$ cat src/rtl/clk_gen_pkg.sv
// clk_gen_pkg
// Shared constants for the multi-channel clock/PWM generator.
//   MODE_TOGGLE / MODE_PWM : encoding of the per-channel mode bit
//   MAX_NUM_CH             : largest supported channel count
package clk_gen_pkg;

    localparam logic MODE_TOGGLE = 1'b0;
    localparam logic MODE_PWM    = 1'b1;

    localparam int MAX_NUM_CH = 16;

endpackage

$ cat src/rtl/clk_gen_multi_if.sv
// clk_gen_multi_if
// Configuration/control bus of the multi-channel clock generator.
//   ch_en       : per-channel run enable (level)
//   cfg_wr      : per-channel shadow-register write strobe
//   cfg_period  : channel i period P in [i*CNT_W +: CNT_W]
//   cfg_high    : channel i high time H in [i*CNT_W +: CNT_W]
//   cfg_mode    : per-channel mode (0 toggle, 1 PWM)
//   sync_i      : global phase-alignment strobe
//   cfg_pending : per-channel "shadow written, not yet applied"
// master = software/register side, slave = generator.
interface clk_gen_multi_if #(
    parameter int NUM_CH = 4,
    parameter int CNT_W  = 32
);
    logic [NUM_CH-1:0]       ch_en;
    logic [NUM_CH-1:0]       cfg_wr;
    logic [NUM_CH*CNT_W-1:0] cfg_period;
    logic [NUM_CH*CNT_W-1:0] cfg_high;
    logic [NUM_CH-1:0]       cfg_mode;
    logic                    sync_i;
    logic [NUM_CH-1:0]       cfg_pending;

    modport master (
        output ch_en, cfg_wr, cfg_period, cfg_high, cfg_mode, sync_i,
        input  cfg_pending
    );

    modport slave (
        input  ch_en, cfg_wr, cfg_period, cfg_high, cfg_mode, sync_i,
        output cfg_pending
    );
endinterface

$ cat src/rtl/clk_gen_ch.sv
// clk_gen_ch
// One generator channel: period counter, shadow and active configuration,
// registered waveform output and end-of-period tick.
//   clk_i, reset_n : clock, asynchronous active-low reset
//   en             : run enable (level)
//   wr             : capture cfg_period/cfg_high/cfg_mode into the shadow
//   sync           : restart at count 0 and apply any pending shadow
//   wave           : generated clock / PWM output (registered)
//   tick           : one-cycle pulse following the last count of a period
//   pending        : shadow holds a value not yet copied to the active set
module clk_gen_ch
    import clk_gen_pkg::*;
#(
    parameter int CNT_W      = 32,
    parameter bit RESET_MODE = MODE_TOGGLE
) (
    input  logic             clk_i,
    input  logic             reset_n,
    input  logic             en,
    input  logic             wr,
    input  logic [CNT_W-1:0] cfg_period,
    input  logic [CNT_W-1:0] cfg_high,
    input  logic             cfg_mode,
    input  logic             sync,
    output logic             wave,
    output logic             tick,
    output logic             pending
);

    logic [CNT_W-1:0] cnt_reg, cnt_next;
    logic [CNT_W-1:0] period_reg, period_next;
    logic [CNT_W-1:0] high_reg, high_next;
    logic             mode_reg, mode_next;
    logic [CNT_W-1:0] sh_period_reg, sh_period_next;
    logic [CNT_W-1:0] sh_high_reg, sh_high_next;
    logic             sh_mode_reg, sh_mode_next;
    logic             pending_reg, pending_next;
    logic             wave_reg, wave_next;
    logic             tick_reg, tick_next;

    logic at_end;
    logic apply;

    always_comb begin
        at_end = (cnt_reg == period_reg);
        // Only copy when something was written, so the reset mode survives
        // until software actually programs the channel.
        apply  = pending_reg & (~en | sync | at_end);

        cnt_next       = cnt_reg;
        period_next    = period_reg;
        high_next      = high_reg;
        mode_next      = mode_reg;
        sh_period_next = sh_period_reg;
        sh_high_next   = sh_high_reg;
        sh_mode_next   = sh_mode_reg;
        pending_next   = pending_reg;
        wave_next      = wave_reg;
        tick_next      = 1'b0;

        if (apply) begin
            period_next  = sh_period_reg;
            high_next    = sh_high_reg;
            mode_next    = sh_mode_reg;
            pending_next = 1'b0;
        end

        // A write coinciding with an apply lands in the shadow and stays
        // pending for the following boundary; the apply above uses the old shadow.
        if (wr) begin
            sh_period_next = cfg_period;
            sh_high_next   = cfg_high;
            sh_mode_next   = cfg_mode;
            pending_next   = 1'b1;
        end

        if (!en || sync || at_end) begin
            cnt_next = '0;
        end else begin
            cnt_next = cnt_reg + CNT_W'(1);
        end

        if (!en) begin
            wave_next = 1'b0;
        end else if (mode_reg == MODE_PWM) begin
            wave_next = (cnt_reg < high_reg);
        end else if (sync) begin
            wave_next = 1'b0;
        end else if (at_end) begin
            wave_next = ~wave_reg;
        end

        // sync suppresses the wrap, so no tick for a cut-short period.
        tick_next = en & at_end & ~sync;
    end

    always_ff @(posedge clk_i or negedge reset_n) begin
        if (!reset_n) begin
            cnt_reg       <= '0;
            period_reg    <= '0;
            high_reg      <= '0;
            mode_reg      <= RESET_MODE;
            sh_period_reg <= '0;
            sh_high_reg   <= '0;
            sh_mode_reg   <= 1'b0;
            pending_reg   <= 1'b0;
            wave_reg      <= 1'b0;
            tick_reg      <= 1'b0;
        end else begin
            cnt_reg       <= cnt_next;
            period_reg    <= period_next;
            high_reg      <= high_next;
            mode_reg      <= mode_next;
            sh_period_reg <= sh_period_next;
            sh_high_reg   <= sh_high_next;
            sh_mode_reg   <= sh_mode_next;
            pending_reg   <= pending_next;
            wave_reg      <= wave_next;
            tick_reg      <= tick_next;
        end
    end

    assign wave    = wave_reg;
    assign tick    = tick_reg;
    assign pending = pending_reg;

endmodule

$ cat src/rtl/clk_gen_multi.sv
// clk_gen_multi
// Multi-channel clock/PWM generator with glitch-free shadowed configuration
// and a global phase-alignment strobe.
//   clk_i   : system clock
//   reset_n : asynchronous active-low reset
//   bus     : configuration/control bus (slave side)
//   clk_o   : generated clocks / PWM outputs, one per channel
//   tick_o  : per-channel end-of-period pulse
module clk_gen_multi
    import clk_gen_pkg::*;
#(
    parameter int NUM_CH     = 4,
    parameter int CNT_W      = 32,
    parameter bit RESET_MODE = 1'b0
) (
    input  logic              clk_i,
    input  logic              reset_n,
    clk_gen_multi_if.slave    bus,
    output logic [NUM_CH-1:0] clk_o,
    output logic [NUM_CH-1:0] tick_o
);

    if (NUM_CH < 1 || NUM_CH > MAX_NUM_CH) begin : g_bad_num_ch
        $error("clk_gen_multi: NUM_CH out of range");
    end

    logic [NUM_CH-1:0] pending_w;

    genvar gi;
    generate
        for (gi = 0; gi < NUM_CH; gi++) begin : g_ch
            clk_gen_ch #(
                .CNT_W      (CNT_W),
                .RESET_MODE (RESET_MODE)
            ) u_ch (
                .clk_i      (clk_i),
                .reset_n    (reset_n),
                .en         (bus.ch_en[gi]),
                .wr         (bus.cfg_wr[gi]),
                .cfg_period (bus.cfg_period[gi*CNT_W +: CNT_W]),
                .cfg_high   (bus.cfg_high[gi*CNT_W +: CNT_W]),
                .cfg_mode   (bus.cfg_mode[gi]),
                .sync       (bus.sync_i),
                .wave       (clk_o[gi]),
                .tick       (tick_o[gi]),
                .pending    (pending_w[gi])
            );
        end
    endgenerate

    assign bus.cfg_pending = pending_w;

endmodule

$ cat src/flat_wrapper.sv
// flat-port wrapper written by rule: the top's interface ports become plain ports
module clk_gen_multi_flat import clk_gen_pkg::*;
#(
    parameter int NUM_CH     = 4,
    parameter int CNT_W      = 32,
    parameter bit RESET_MODE = 1'b0
)
  (clk_i, reset_n, clk_o, tick_o, bus_ch_en, bus_cfg_wr, bus_cfg_period, bus_cfg_high, bus_cfg_mode, bus_sync_i, bus_cfg_pending);
  clk_gen_multi_if #(.NUM_CH(NUM_CH), .CNT_W(CNT_W)) bus_i ();
  input  logic clk_i;
  input  logic reset_n;
  output logic [NUM_CH-1:0] clk_o;
  output logic [NUM_CH-1:0] tick_o;
  input wire logic [$bits(bus_i.ch_en)-1:0] bus_ch_en;
  input wire logic [$bits(bus_i.cfg_wr)-1:0] bus_cfg_wr;
  input wire logic [$bits(bus_i.cfg_period)-1:0] bus_cfg_period;
  input wire logic [$bits(bus_i.cfg_high)-1:0] bus_cfg_high;
  input wire logic [$bits(bus_i.cfg_mode)-1:0] bus_cfg_mode;
  input wire logic [$bits(bus_i.sync_i)-1:0] bus_sync_i;
  output wire logic [$bits(bus_i.cfg_pending)-1:0] bus_cfg_pending;
  assign bus_i.ch_en = bus_ch_en;
  assign bus_i.cfg_wr = bus_cfg_wr;
  assign bus_i.cfg_period = bus_cfg_period;
  assign bus_i.cfg_high = bus_cfg_high;
  assign bus_i.cfg_mode = bus_cfg_mode;
  assign bus_i.sync_i = bus_sync_i;
  assign bus_cfg_pending = bus_i.cfg_pending;
  clk_gen_multi #(.NUM_CH(NUM_CH), .CNT_W(CNT_W), .RESET_MODE(RESET_MODE)) u_core (.clk_i(clk_i), .reset_n(reset_n), .bus(bus_i), .clk_o(clk_o), .tick_o(tick_o));
endmodule
$ cat config.mk
export PLATFORM = sky130hd
export DESIGN_NAME = clk_gen_multi_flat
export DESIGN_NICKNAME = d
export VERILOG_FILES = /design/src/rtl/clk_gen_pkg.sv /design/src/rtl/clk_gen_multi_if.sv /design/src/rtl/clk_gen_ch.sv /design/src/rtl/clk_gen_multi.sv /design/src/flat_wrapper.sv
export SDC_FILE = /design/constraint.sdc
export NUM_CORES = 1
export LEC_CHECK = 0
export ABC_AREA = 1
export CAP_MARGIN = 30
export CORE_ASPECT_RATIO = 0.6
export CORE_MARGIN = 3
export CORE_UTILIZATION = 50
export CTS_BUF_LIST = sky130_fd_sc_hd__clkbuf_8 sky130_fd_sc_hd__clkbuf_16
export CTS_CLUSTER_DIAMETER = 150
export DETAILED_ROUTE_END_ITERATION = 12
export DONT_BUFFER_PORTS = 1
export SLEW_MARGIN = 30
export SYNTH_ARGS = -nofsm -noshare
export SYNTH_HDL_FRONTEND = slang
export SYNTH_SLANG_ARGS = --single-unit
$ cat constraint.sdc
create_clock -name clk_i -period 4.1 [get_ports clk_i]
set_input_delay 0.205 -clock clk_i [delete_from_list [all_inputs] [get_ports clk_i]]
set_output_delay 0.205 -clock clk_i [all_outputs]
set_load 0.05 [all_outputs]
Word-level counts from Yosys, hierarchy flattened
Index checks and enable logic that the tools add are counted.
W data, S select, Z words.
{ "word_totals": {"reg_bits": 660, "output_inout_bits": 12, "word_cells": 129} }
{ "op_classes": {"addsub": 4, "n_lt_le_gt_ge": 4, "n_eq_ne": 8, "muxes": 28, "n_bitwise": 29, "reduce_logical": 16} }
{ "ops": {"columns": ["operator", "count"], "rows": [
  ["$add A32 B1 Y32 const B", 4],
  ["$eq A32 B32 Y1", 4],
  ["$lt A32 B32 Y1", 4],
  ["$mux W32", 4],
  ["$mux W1", 24],
  ["$ne A4 B1 Y1 const B", 4],
  ["$and A1 B1 Y1", 12],
  ["$not A1 Y1", 9],
  ["$logic_or A1 B1 Y1", 8],
  ["$or A1 B1 Y1", 8],
  ["$reduce_bool A2 Y1", 4],
  ["$logic_not A1 Y1", 4]
]} }

Logic depth before layout (Yosys ltp)
Gate-level depths: netlist of the first run.
{ "logic_depth": {"word_depth": 6, "mapped_depth": 15, "depth_no_buf": 15} }

By module
From an unflattened synthesis of the first run, not the netlist that was laid out.
{ "unflattened": {"cells_unflattened": 4048, "hier_area_um2": 33021.7} }
{ "modules_own_cells": {"columns": ["mod", "instances", "cells_per_inst", "area_each_um2"], "rows": [
  ["clk_gen_ch", 4, 1012, 8255.4]
]} }

Least setup slack after synthesis of the first run
No wires, ideal clock.
{ "synth_timing": {"path_type": "register -> register", "start": "register u_core.g_ch[1].u_ch.cnt_reg[1]", "end": "register u_core.g_ch[1].u_ch.cnt_reg[22]", "setup_time_ps": 119, "arrival_ps": 1657, "slack_ps": 2324, "path_stages_with_launch": 11, "synth_period_minus_slack_ps": 1776, "cell_sequence": "dfrtp_1 ha_1 nand3_2 nor2_1 nand3_1 nor3_1 nand2_1 inv_1 nand3_1 nand2_1 nor2_1"} }
{ "synth_between": {"elab_chain_len": 3, "elab_cells_between_ends": 4, "classes_between": "add/sub: 1; eq/ne: 1; mux: 1; reduce/logical: 1"} }
{ "synth_lines": {"columns": ["element", "line", "rtl"], "rows": [
  ["start, declared", "clk_gen_ch.sv:30", "logic [CNT_W-1:0] cnt_reg, cnt_next;"],
  ["start signal, assigned", "clk_gen_ch.sv:110", "cnt_reg <= cnt_next;"],
  ["branches (longest 2 deep; another with $add A32 B1 Y32)", null, null],
  ["$mux W32 *", "clk_gen_ch.sv:77", "if (!en || sync || at_end) begin"],
  ["net u_core.g_ch[1].u_ch.cnt_next[22]", "clk_gen_ch.sv:30", null]
]} }
Mark *: on every way through the listed nets, which the timed path passes.
A chain may end at the register's enable or synchronous reset.

Worst setup path after layout of the first run
{ "layout_timing": {"start": "register u_core.g_ch[1].u_ch.cnt_reg[17]", "end": "register u_core.g_ch[1].u_ch.period_reg[29]"} }
{ "layout_between": {"elab_chain_len": 3} }
{ "layout_lines": {"columns": ["element", "line", "rtl"], "rows": [
  ["$eq A32 B32 Y1", "clk_gen_ch.sv:45", "at_end = (cnt_reg == period_reg);"],
  ["$or A1 B1 Y1", "clk_gen_ch.sv:48", "apply = pending_reg & (~en | sync | at_end);"],
  ["$and A1 B1 Y1", "clk_gen_ch.sv:48", null],
  ["end signal, assigned", "clk_gen_ch.sv:111", "period_reg <= period_next;"],
  ["end, declared", "clk_gen_ch.sv:31", "logic [CNT_W-1:0] period_reg, period_next;"]
]} }
No other way between the ends.

==> reports/qor_table.md, run 1 <==
| Parameter | Reported | Unit |
| --- | --- | --- |
| Outcome | finished, violations left | - |
| Violated checks | negative hold slack, max-slew violations | - |
| Depth of the worst register-to-register path | 11 | - |
| Clk sinks | 660 | - |
| Worst reg-to-reg setup slack | 1280 | ps |
| Initial antenna violation count | 1 | - |
| Synthesized Nets | 4,383 | - |
| CP endpoint kind | register | - |
| Most common cell after layout, fill and taps aside | nand2_1 | - |
| Number of global-route vias before repair | 24,570 | - |
| Count of buffers from port buffering | 0 | - |
| Clock tree from TritonCTS | yes | - |
| Number of vias after detailed routing | 25,520 | - |
| Flip-flop and latch count after synthesis | 660 | - |
| PostCTS Resize Cnt | 0 | - |
| Remaining routing DRC violations | 0 | - |
| Final routed wirelength across all metal layers | 82,410 | um |
| Root buffer selected by CTS | clkbuf_16 | - |
| Number of I/O pins | 283 | - |
| Post-synth ARST share | 1.000 | - |
| Maximum achievable frequency | 354.4 | MHz |
| Number of standard cells after synthesis | 3,984 | - |
| Share of the clock period used by the worst path after layout | 0.6882 | - |
| Iteration count of the initial detailed-routing pass | 5 | - |
| Setup TNS | 0 | ps |
| Layout filler cell count | 5,549 | - |
| Final number of setup-violating endpoints | 0 | - |
| Number of buffer and inverter instances along the worst setup path | 1 | - |
| Startpoint type of the worst setup path | register | - |
| Critical path fanouts, max | 72 | - |
| Cell type of the slowest stage on the worst timing path | dfrtp_1 | - |
| Placement row count | 71 | - |
| Later-pin clock latency in the skew report | 640 | ps |
| Worst-case clock skew | 24.04 | ps |
| Design Area, Final | 38,430 | um^2 |
| Tightest Hold Check Type | in2async | - |
| Total Power | 15.52 | mW |
| Clock period minus final worst setup slack | 2822 | ps |
| Leakage dissipation | 18.36 | nW |
| Routed length per placed instance | 16.06 | um |
| Ratio of cells with drive above 1 in the final layout | 0.05147 | - |
| Number of hold buffers added after cts | 333 | - |
| Post-CTS clock slew at the launch and capture registers of the worst setup and hold paths | 70 | ps |
| X dimension of the die | 335.4 | um |
| Vias/cell | 4.971 | - |
| Leftover overflow at the end of global routing | 0 | - |
| Count of unique library cells instantiated by Yosys | 35 | - |
| Number of violations reported at the end of detailed-routing iteration 0 | 2,042 | - |
| Max-slew violation count | 521 | - |
| Maximum cell stage delay along the critical path | 480 | ps |
| Worst endpoint data arrival time | 3340 | ps |
| Combinational cell fraction of total power | 0.127 | - |
| Number of nets at the end of the flow | 4,641 | - |
| Overall routing resource usage | 0.2444 | - |
| Clock share of power | 0.389 | - |
| Initial Utilization | 0.5126 | - |
| Core region area | 63,520 | um^2 |
| Synth Warn # | 0 | - |
| DP Wirelength | 54,970 | um |
| Final Wtd Congestion | 0.9245 | - |
| Cell area after technology mapping | 32,560 | um^2 |
| Floorplan die area | 68,310 | um^2 |
| Critical setup path kind | reg2reg | - |
| Max Cap Violations | 0 | - |
| Power per unit of standard cell area | 403.9 | nW/um^2 |
| Layout overhead on the synthesized area | 18.02 | % |
| Top library cells by usage in the layout, fill and taps aside | 1,099 x nand2_1, 662 x inv_1, 660 x dfrtp_1 | - |
| # Post-CTS Setup Buffers | 0 | - |
| Flip-flop cell with the highest count after synthesis | dfrtp_1 | - |
| Number of enable flip-flop cells after synthesis | 0 | - |
| Mean instance size in the synthesized netlist | 8.172 | um^2 |
| Critical path's most frequent cell | nand2_1 | - |
| Path length in cells of the critical path | 11 | - |
| Die height | 203.7 | um |
| Sequential-to-total area share from yosys stat | 0.5073 | - |
| Cell Int Power | 11.39 | mW |
| Inserted Diodes | 0 | - |
| Remaining antenna violation count after routing | 0 | - |
| Maximum vdd drop | 0.2585 | mV |
| Proportion of power drawn by flip-flops and latches | 0.484 | - |
| Worst Tran Pin Value | 2559 | ps |
| Final hold vios | 662 | - |
| Power spent charging and discharging nets | 4.127 | mW |
| Largest net degree at the start of global routing | 661 | - |
| Placed Area | 32,900 | um^2 |
| Total CTS buffers | 61 | - |
| Global-route wire length before repair | 134,100 | um |
| Kind of cell with the highest combined delay on the critical path | simple AND/OR/NAND/NOR gates | - |
| Post-Route Hold Slack | -728.9 | ps |
| Cell breakdown of the critical path | xnor2_1 -> nand2_1 -> nor2_1 -> nand2_1 -> nor2_1 -> nand2_1 -> nand2_4 -> nand2_4 -> buf_12 -> nand2_1 -> o21ai_2 | - |
| Worst slew slack as a fraction of its limit | -0.7058 | - |
| Maximum number of buffers from clock root to sink | 3 | - |
| Setup repair after global routing missed its margin | false | - |
| Switching share of power | 0.2659 | - |
| Total number of H-tree levels | 2 | - |
| Data required time at the worst endpoint | 4620 | ps |
-- cells by family (layout without fill, tap and decap cells) --
logic type                 count (synthesis)  count (layout)  synth area share
AOI/OAI and AO/OA                        654             654            0.1075
xor gates and xnor gates                 118             118           0.03174
adders and majority gates                128             128           0.04919
buffers and inverters                    814            1124            0.1026
DFF                                      660             660            0.5073
and+or+nand+nor                         1610            1610            0.2016
-- synthesized netlist by cell type, drive strengths merged (54+ instances only) --
master  number  area share
nand3       61      0.0095
xor2        54       0.015
nor2       242       0.028
o21ai      546       0.090
nand2     1124        0.13
ha         128       0.049
xnor2       64       0.017
buf         74       0.017
inv        666       0.077
clkbuf      73      0.0084
nor3        99       0.016
dfrtp      660        0.51
a21oi       90       0.014
-- metal layers --
layer / share of wire / track usage
met5: 0 / 0
met4: 0.017 / 0.04988
met3: 0.061 / 0.04350
met2: 0.41 / 0.3518
met1: 0.51 / 0.3844
-- final cells by class --
class                      instances  area, um^2  share of cell area
clock buffer                      74        1728             0.04497
clock inverter                    41       399.1             0.01039
multi-input combinational       2510       12720              0.3311
sequential                       660       16520              0.4298
timing repair buffer             342        3508             0.09130
inverter                         667        2504             0.06516
tap                              839        1050             0.02732
-- power groups by stage --
stage	clock (mW)	combinational, mW	sequential, mW
after floorplan	0	1.38	7.49
after global placement	0	1.60	7.61
after detailed placement	0	1.62	7.62
after CTS	6.18	1.97	7.50
after global routing	6.47	2.29	7.58
final	6.04	1.97	7.51
-- final timing paths --
| kind | start | to |
|---|---|---|
| max | u_core.g_ch[1].u_ch.cnt_reg[17] | u_core.g_ch[1].u_ch.period_reg[29] |
| min | reset_n | u_core.g_ch[1].u_ch.sh_period_reg[15] |
| max reg2reg | u_core.g_ch[1].u_ch.cnt_reg[17] | u_core.g_ch[1].u_ch.period_reg[29] |
| min reg2reg | u_core.g_ch[3].u_ch.high_reg[11] | u_core.g_ch[3].u_ch.high_reg[11] |
| max in group asynchronous | reset_n | u_core.g_ch[2].u_ch.pending |
| min in group clk_i | bus_cfg_wr[1] | u_core.g_ch[1].u_ch.sh_high_reg[1] |
-- worst reg2reg max path: cells and delay by family, from the launching register on --
family,cells,cell delay [ps]
AOI/OAI and AO/OA,1,50
xor gates and xnor gates,1,210
buffers and inverters,1,370
DFF,1,480
and+or+nand+nor,8,1590
-- metrics by stage --
| stage | setup WS (ps) | instances | utilization | hold slack (ps) |
|---|---|---|---|---|
| floorplan | 2324 | 3984 | - | -90.59 |
| global placement | 1364 | 4685 | 0.5179 | -65.08 |
| detailed placement | 1326 | 4685 | 0.5179 | -68.86 |
| CTS | 1315 | 5133 | 0.6050 | -770.2 |
| global route | 951.3 | 5133 | 0.6050 | -771.6 |
| finish | 1278 | 5133 | 0.6050 | -728.9 |
Power figures use the tool's default switching activity.
==> run 2, diff against run 1 <==
--- a/config.mk
+++ b/config.mk
@@ -14,6 +14,7 @@
 export CTS_CLUSTER_DIAMETER = 150
 export DETAILED_ROUTE_END_ITERATION = 12
 export DONT_BUFFER_PORTS = 1
+export PLACE_DENSITY = 0.68
 export SLEW_MARGIN = 30
 export SYNTH_ARGS = -nofsm -noshare
 export SYNTH_HDL_FRONTEND = slang
==> constraint.sdc (replaced) <==
create_clock -name clk_i -period 2.5 [get_ports clk_i]
set_input_delay 0.125 -clock clk_i [delete_from_list [all_inputs] [get_ports clk_i]]
set_output_delay 0.125 -clock clk_i [all_outputs]
set_load 0.05 [all_outputs]
==> run 2 against run 1 <==
The run ends with negative hold slack, max-slew violations, negative setup slack left. Clock skew down 1.6 ps. Sequential power grew 65%. Total power grew 71%. Sequential share of layout area down 4.5 points. Worst hold slack worse by 97 ps. Critical path type is now in2async. Critical endpoint is now u_core.g_ch[1].u_ch.cnt_reg[24]. Largest power group unchanged.
==> reports/qor_table.md, run 2 (same netlist as run 1, synthesis figures left out) <==
| Parameter | Reported | Unit | Change |
| --- | --- | --- | --- |
| Max-slew violation count | 558 | - | +7.1% |
| Layout filler cell count | 4,768 | - | -14% |
| Non-filler instance count after layout | 5,580 | - | +8.7% |
| Worst reg2reg path startpoint | u_core.g_ch[3].u_ch.cnt_reg[26] | - |  |
| Cells after DPL | 4,711 | - | +0.55% |
| Critical path launch point | reset_n | - |  |
| Placed Area | 33,130 | um^2 | +0.71% |
| Count of buffers from port buffering | 0 | - | unchanged |
| Clock tree from TritonCTS | yes | - |  |
| Total number of H-tree levels | 2 | - | unchanged |
| Outcome | finished, violations left | - |  |
| Largest net degree at the start of global routing | 661 | - | unchanged |
| Post-CTS clock slew at the launch and capture registers of the worst setup and hold paths | 70 | ps | about the same |
| Overall routing resource usage | 0.2771 | - | +0.03276 |
| Worst slew slack as a fraction of its limit | -2.022 | - | -1.316 |
| Floorplan die area | 68,310 | um^2 | unchanged |
| Leftover overflow at the end of global routing | 0 | - | unchanged |
| Critical path fanouts, max | 660 | - | +820% |
| Number of violations reported at the end of detailed-routing iteration 0 | 2,562 | - | +25% |
| Inserted Diodes | 0 | - | unchanged |
| Routed length per placed instance | 16.77 | um | +4.4% |
| Startpoint type of the worst setup path | input port | - |  |
| Total Power | 26.51 | mW | +71% |
| Top library cells by usage in the layout, fill and taps aside | 1,099 x nand2_1, 753 x dlygate4sd3_1, 660 x dfrtp_1 | - |  |
| Final routed wirelength across all metal layers | 93,570 | um | +14% |
| Worst-case clock skew | 22.39 | ps | -1.650 ps |
| Most common cell after layout, fill and taps aside | nand2_1 | - |  |
| Core region area | 63,520 | um^2 | unchanged |
| Number of global-route vias before repair | 28,740 | - | +17% |
| Worst Tran Pin Value | 4533 | ps | +1975 ps |
| Initial antenna violation count | 2 | - | +1 |
| Remaining antenna violation count after routing | 0 | - | unchanged |
| Max Cap Violations | 0 | - | unchanged |
| Leakage dissipation | 20.10 | nW | +9.5% |
| Final Wtd Congestion | 0.9656 | - | +4.4% |
| Violated checks | negative hold slack, max-slew violations, negative setup slack | - |  |
| Remaining routing DRC violations | 0 | - | unchanged |
| Critical setup path kind | in2async | - |  |
| Final hold vios | 286 | - | -57% |
| X dimension of the die | 335.4 | um | unchanged |
| Clk sinks | 660 | - | unchanged |
| CP endpoint kind | async pin | - |  |
| Maximum achievable frequency | 369.0 | MHz |  |
| Total CTS buffers | 60 | - | -1.6% |
| Placement row count | 71 | - | unchanged |
| Combined area of the multi-input logic cells | 12,720 | um^2 | unchanged |
| Vias/cell | 5.114 | - | +2.9% |
| Setup ws final | -210.2 | ps | -1489 ps |
| DP Wirelength | 54,000 | um | -1.8% |
| Share of the clock period used by the worst path after layout | 1.084 | - |  |
| Setup repair after global routing missed its margin | false | - |  |
| Number of hold buffers added after cts | 757 | - | +130% |
| Ratio of cells with drive above 1 in the final layout | 0.05252 | - | +0.001053 |
| Initial Utilization | 0.5126 | - | unchanged |
| Final number of setup-violating endpoints | 195 | - | +195 |
| Root buffer selected by CTS | clkbuf_16 | - |  |
| Clock period minus final worst setup slack | 2710 | ps |  |
| Iteration count of the initial detailed-routing pass | 6 | - | +1 |
| Data required time at the worst endpoint | 2180 | ps | -2440 ps |
| Sequential cell area | 16,520 | um^2 | unchanged |
| Later-pin clock latency in the skew report | 650 | ps | about the same |
| Power per unit of standard cell area | 617.9 | nW/um^2 | +53% |
| Global-route wire length before repair | 152,500 | um | +14% |
| Layout overhead on the synthesized area | 31.76 | % |  |
| Maximum vdd drop | 0.7527 | mV | +190% |
| Worst endpoint data arrival time | 2390 | ps | -950 ps |
| Design Area, Final | 42,900 | um^2 | +12% |
| Post-Route Hold Slack | -826.1 | ps | -97.19 ps |
| Die height | 203.7 | um | unchanged |
| Maximum number of buffers from clock root to sink | 3 | - | unchanged |
| Tightest Hold Check Type | in2async | - |  |
| Number of nets at the end of the flow | 5,090 | - | +9.7% |
| Number of I/O pins | 283 | - | unchanged |
| Number of vias after detailed routing | 28,540 | - | +12% |
## run 2: worst paths after layout
check / end / slack (ps) / cells past startpoint
min in group clk_i: u_core.g_ch[2].u_ch.tick / 100 / 4
min: u_core.g_ch[1].u_ch.sh_period_reg[13] / -830 / 0
min reg2reg: u_core.g_ch[2].u_ch.high_reg[6] / 480 / 2
max in group clk_i: u_core.g_ch[3].u_ch.pending / 150 / 9
max reg2reg: u_core.g_ch[3].u_ch.pending / 150 / 9
max: u_core.g_ch[1].u_ch.cnt_reg[24] / -210 / 0
## run 2: per-stage QoR
| step | util | setup TNS [ps] | setup slack, ps |
|---|---|---|---|
| 2_1_floorplan | - | 0 | 724.2 |
| 3_3_place_gp | 0.5216 | 0 | 359.1 |
| 3_5_place_dp | 0.5216 | 0 | 344.4 |
| 4_1_cts | 0.6754 | 0 | 198.8 |
| 5_1_grt | 0.6754 | 0 | 4.281 |
| 6_report | 0.6754 | -24600 | -210.2 |
## run 2: layout make-up
cell class | count | area share
Sequential cell | 660 | 0.3850
Multi-Input combinational cell | 2510 | 0.2965
Timing Repair Buffer | 792 | 0.1861
Inverter | 667 | 0.05836
Clock buffer | 75 | 0.04007
Tap cell | 839 | 0.02447
Clock inverter | 37 | 0.009450
## run 2: routing by layer
layer	vias up	global-route usage	wire, um
li1	13840	-	-
met1	13590	0.3944	42560
met2	913	0.4289	41840
met3	202	0.05633	6459
met4	2	0.08580	2701
met5	-	0	13
## run 2: timing repair
action / 4_1_cts / 5_1_grt
buffers inserted: 0 / 0
gates resized for setup: 0 / 1
hold endpoints to repair: 943 / 660
setup endpoints to repair: 0 / 1
## run 2: power by group
part           leakage (nW)  internal (mW)  switching, mW  total, mW
logic                  10.7           1.99           2.11       4.10
clock network          1.04           5.61           4.42       10.0
registers              8.35           11.7          0.688       12.4
==> run 3, diff against run 2 <==
--- a/config.mk
+++ b/config.mk
@@ -14,7 +14,7 @@
 export CTS_CLUSTER_DIAMETER = 150
 export DETAILED_ROUTE_END_ITERATION = 12
 export DONT_BUFFER_PORTS = 1
-export PLACE_DENSITY = 0.68
+export PLACE_DENSITY_LB_ADDON = 0.12
 export SLEW_MARGIN = 30
 export SYNTH_ARGS = -nofsm -noshare
 export SYNTH_HDL_FRONTEND = slang
==> run 3 against run 2 <==
The run now ends clean. Worst setup slack better by 440 ps. Fmax up 19%. Sequential cell count unchanged. Die area unchanged. Global-route usage down 0.90 points. Count of clock-buffer cells in the layout up 2. Via count down 2.9%. Worst hold slack better by 880 ps. Routed wire length down 3.6%. Cell area about the same. Critical path type is now reg2reg. Largest power group unchanged.
==> reports/qor_table.md, run 3 (same netlist as run 1, synthesis figures left out) <==
| Parameter | Reported | Unit | Change |
| --- | --- | --- | --- |
| Outcome | complete, no violations | - |  |
| Worst reg-to-reg setup slack | 230 | ps | +80 ps |
| Final routed wirelength across all metal layers | 90,170 | um | -3.6% |
| Share of the clock period used by the worst path after layout | 0.9094 | - | -0.1747 |
| Reg-to-Reg End | u_core.g_ch[0].u_ch.pending | - |  |
| End point of the critical path | u_core.g_ch[0].u_ch.pending | - |  |
| Clock period minus final worst setup slack | 2273 | ps | -436.8 ps |
| Cell breakdown of the critical path | inv_1 -> nand2_1 -> nand2_1 -> nand2_1 -> nor2_1 -> nand2_1 -> nor2_2 -> nand2_2 -> a31o_2 -> dlygate4sd3_1 | - |  |
| Final hold vios | 0 | - | -100% |
| Initial antenna violation count | 11 | - | +9 |
| Clock tree from TritonCTS | yes | - |  |
| CP endpoint kind | register | - |  |
| Final number of setup-violating endpoints | 0 | - | -100% |
| Design Area, Final | 42,860 | um^2 | about the same |
| Iteration count of the initial detailed-routing pass | 6 | - | unchanged |
| Worst reg2reg path startpoint | u_core.g_ch[0].u_ch.cnt_reg[14] | - |  |
| Initial Utilization | 0.5126 | - | unchanged |
| Placement row count | 71 | - | unchanged |
| Worst slew slack as a fraction of its limit | 0.4298 | - | +2.452 |
| Largest net degree at the start of global routing | 661 | - | unchanged |
| Post-CTS clock slew at the launch and capture registers of the worst setup and hold paths | 70 | ps | about the same |
| Vias/cell | 4.964 | - | -2.9% |
| Root buffer selected by CTS | clkbuf_16 | - |  |
| Layout overhead on the synthesized area | 31.65 | % | about the same |
| Maximum achievable frequency | 439.9 | MHz | +19% |
| Maximum cell stage delay along the critical path | 550 | ps |  |
| Data required time at the worst endpoint | 3030 | ps | +850 ps |
| Core region area | 63,520 | um^2 | unchanged |
| DP Wirelength | 54,020 | um | about the same |
| Count of buffers from port buffering | 0 | - | unchanged |
| Worst-case clock skew | 32.53 | ps | +10.13 ps |
| Number of vias after detailed routing | 27,710 | - | -2.9% |
| Number of violations reported at the end of detailed-routing iteration 0 | 2,216 | - | -14% |
| Leakage dissipation | 20.13 | nW | +0.12% |
| Critical path fanouts, max | 5 | - | -99% |
| Global-route wire length before repair | 147,500 | um | -3.3% |
| Number of I/O pins | 283 | - | unchanged |
| Total number of H-tree levels | 2 | - | unchanged |
| Worst Tran Pin Value | 855.3 | ps | -3678 ps |
| Later-pin clock latency in the skew report | 650 | ps | about the same |
| Setup TNS | 0 | ps | +24,600 ps |
| Tightest Hold Check Type | in2async | - |  |
| Total CTS buffers | 60 | - | unchanged |
| Final Wtd Congestion | 0.9381 | - | -2.8% |
| Maximum number of buffers from clock root to sink | 3 | - | unchanged |
| Ratio of cells with drive above 1 in the final layout | 0.05050 | - | -0.002024 |
| Cell type of the slowest stage on the worst timing path | dlygate4sd3_1 | - |  |
| Utilization after layout | 0.6748 | - | about the same |
| Power per unit of standard cell area | 612.8 | nW/um^2 | -0.83% |
| Maximum vdd drop | 0.4894 | mV | -35% |
| Depth of the worst register-to-register path | 10 | - | +1 |
| Setup repair after global routing missed its margin | false | - |  |
| Remaining routing DRC violations | 0 | - | unchanged |
| Clk sinks | 660 | - | unchanged |
| Floorplan die area | 68,310 | um^2 | unchanged |
| Overall routing resource usage | 0.2681 | - | -0.008995 |
| Critical path launch point | u_core.g_ch[0].u_ch.cnt_reg[14] | - |  |
| Most common cell after layout, fill and taps aside | nand2_1 | - |  |
| Remaining antenna violation count after routing | 0 | - | unchanged |
| Worst endpoint data arrival time | 2800 | ps | +410 ps |
| Leftover overflow at the end of global routing | 0 | - | unchanged |
| Critical path's most frequent cell | nand2_1 | - |  |
| Die height | 203.7 | um | unchanged |
| Startpoint type of the worst setup path | register | - |  |
| Routed length per placed instance | 16.15 | um | -3.7% |
| Max-slew violation count | 0 | - | -100% |
| Number of global-route vias before repair | 27,710 | - | -3.6% |
| X dimension of the die | 335.4 | um | unchanged |
| Critical setup path kind | reg2reg | - |  |
| Max Cap Violations | 0 | - | unchanged |
| Number of nets at the end of the flow | 5,082 | - | -0.16% |
| Placed Area | 33,040 | um^2 | -0.26% |
| Top library cells by usage in the layout, fill and taps aside | 1,099 x nand2_1, 748 x dlygate4sd3_1, 665 x inv_1 | - |  |
-- run 3: report_power, final --
group          internal [mW]  switching [mW]  leakage [nW]  total, mW
clock network           5.43            4.25          1.07       9.68
logic                   2.00            2.25          10.7       4.24
registers               11.7           0.657          8.35       12.3
total                   19.1            7.15          20.1       26.3
-- run 3: worst min-delay path by stage --
| stage | cells past startpoint | start | slack (ps) | endpoint |
|---|---|---|---|---|
| final | 2 | reset_n | 60 | u_core.g_ch[1].u_ch.mode_reg |
| after global routing | 2 | bus_cfg_wr[1] | 50 | u_core.g_ch[1].u_ch.sh_high_reg[23] |
| after CTS | 0 | reset_n | -820 | u_core.g_ch[1].u_ch.sh_period_reg[15] |
| after detailed placement | 0 | reset_n | -140 | u_core.g_ch[1].u_ch.sh_period_reg[15] |
| after global placement | 0 | reset_n | -140 | u_core.g_ch[1].u_ch.sh_period_reg[14] |
| after floorplan | 0 | reset_n | -170 | u_core.g_ch[0].u_ch.cnt_reg[0] |
-- run 3: metal layers --
| metal | wire (um) | GRT usage | share of wire |
|---|---|---|---|
| met5 | 0 | 0 | 0 |
| met4 | 2211 | 0.07451 | 0.025 |
| met3 | 4962 | 0.04502 | 0.055 |
| met2 | 40310 | 0.4141 | 0.45 |
| met1 | 42690 | 0.3915 | 0.47 |
-- run 3: final cells by class --
type	count	area (um^2)
clock buffers	77	1747
clock inverters	35	309.0
fillers	5060	20650
well taps	839	1050
flip-flops and latches	660	16520
multi-input cells	2510	12730
inverters	667	2504
repair buffers	784	7988
diodes	10	25.02
-- run 3: worst max-delay path: cells and delay by family (launching register included) --
family,cells,cell delay (ps)
flip-flops,1,440
AO/OA/AOI/OAI,1,210
AND/OR/NAND/NOR,7,810
buffers and inverters,2,690
-- run 3: what timing repair did --
item / in CTS / in global routing
hold endpoints to repair: 943 / 237
setup buffers: 0 / 0
hold buffers: 751 / 2
endpoints found under the setup margin: 0 / 2
resized for setup: 0 / 1
-- run 3: metrics by stage --
step | hold WS (ps) | power (mW) | instances | setup WS (ps)
floorplan | -170.6 | 14.54 | 3984 | 724.2
global placement | -141.5 | 15.06 | 4703 | 310.6
detailed placement | -137.1 | 15.14 | 4703 | 329.2
CTS | -823.8 | 26.07 | 5566 | 278.1
global route | 49.33 | 27.64 | 5582 | 16.60
finish | 55.83 | 26.27 | 5582 | 226.6
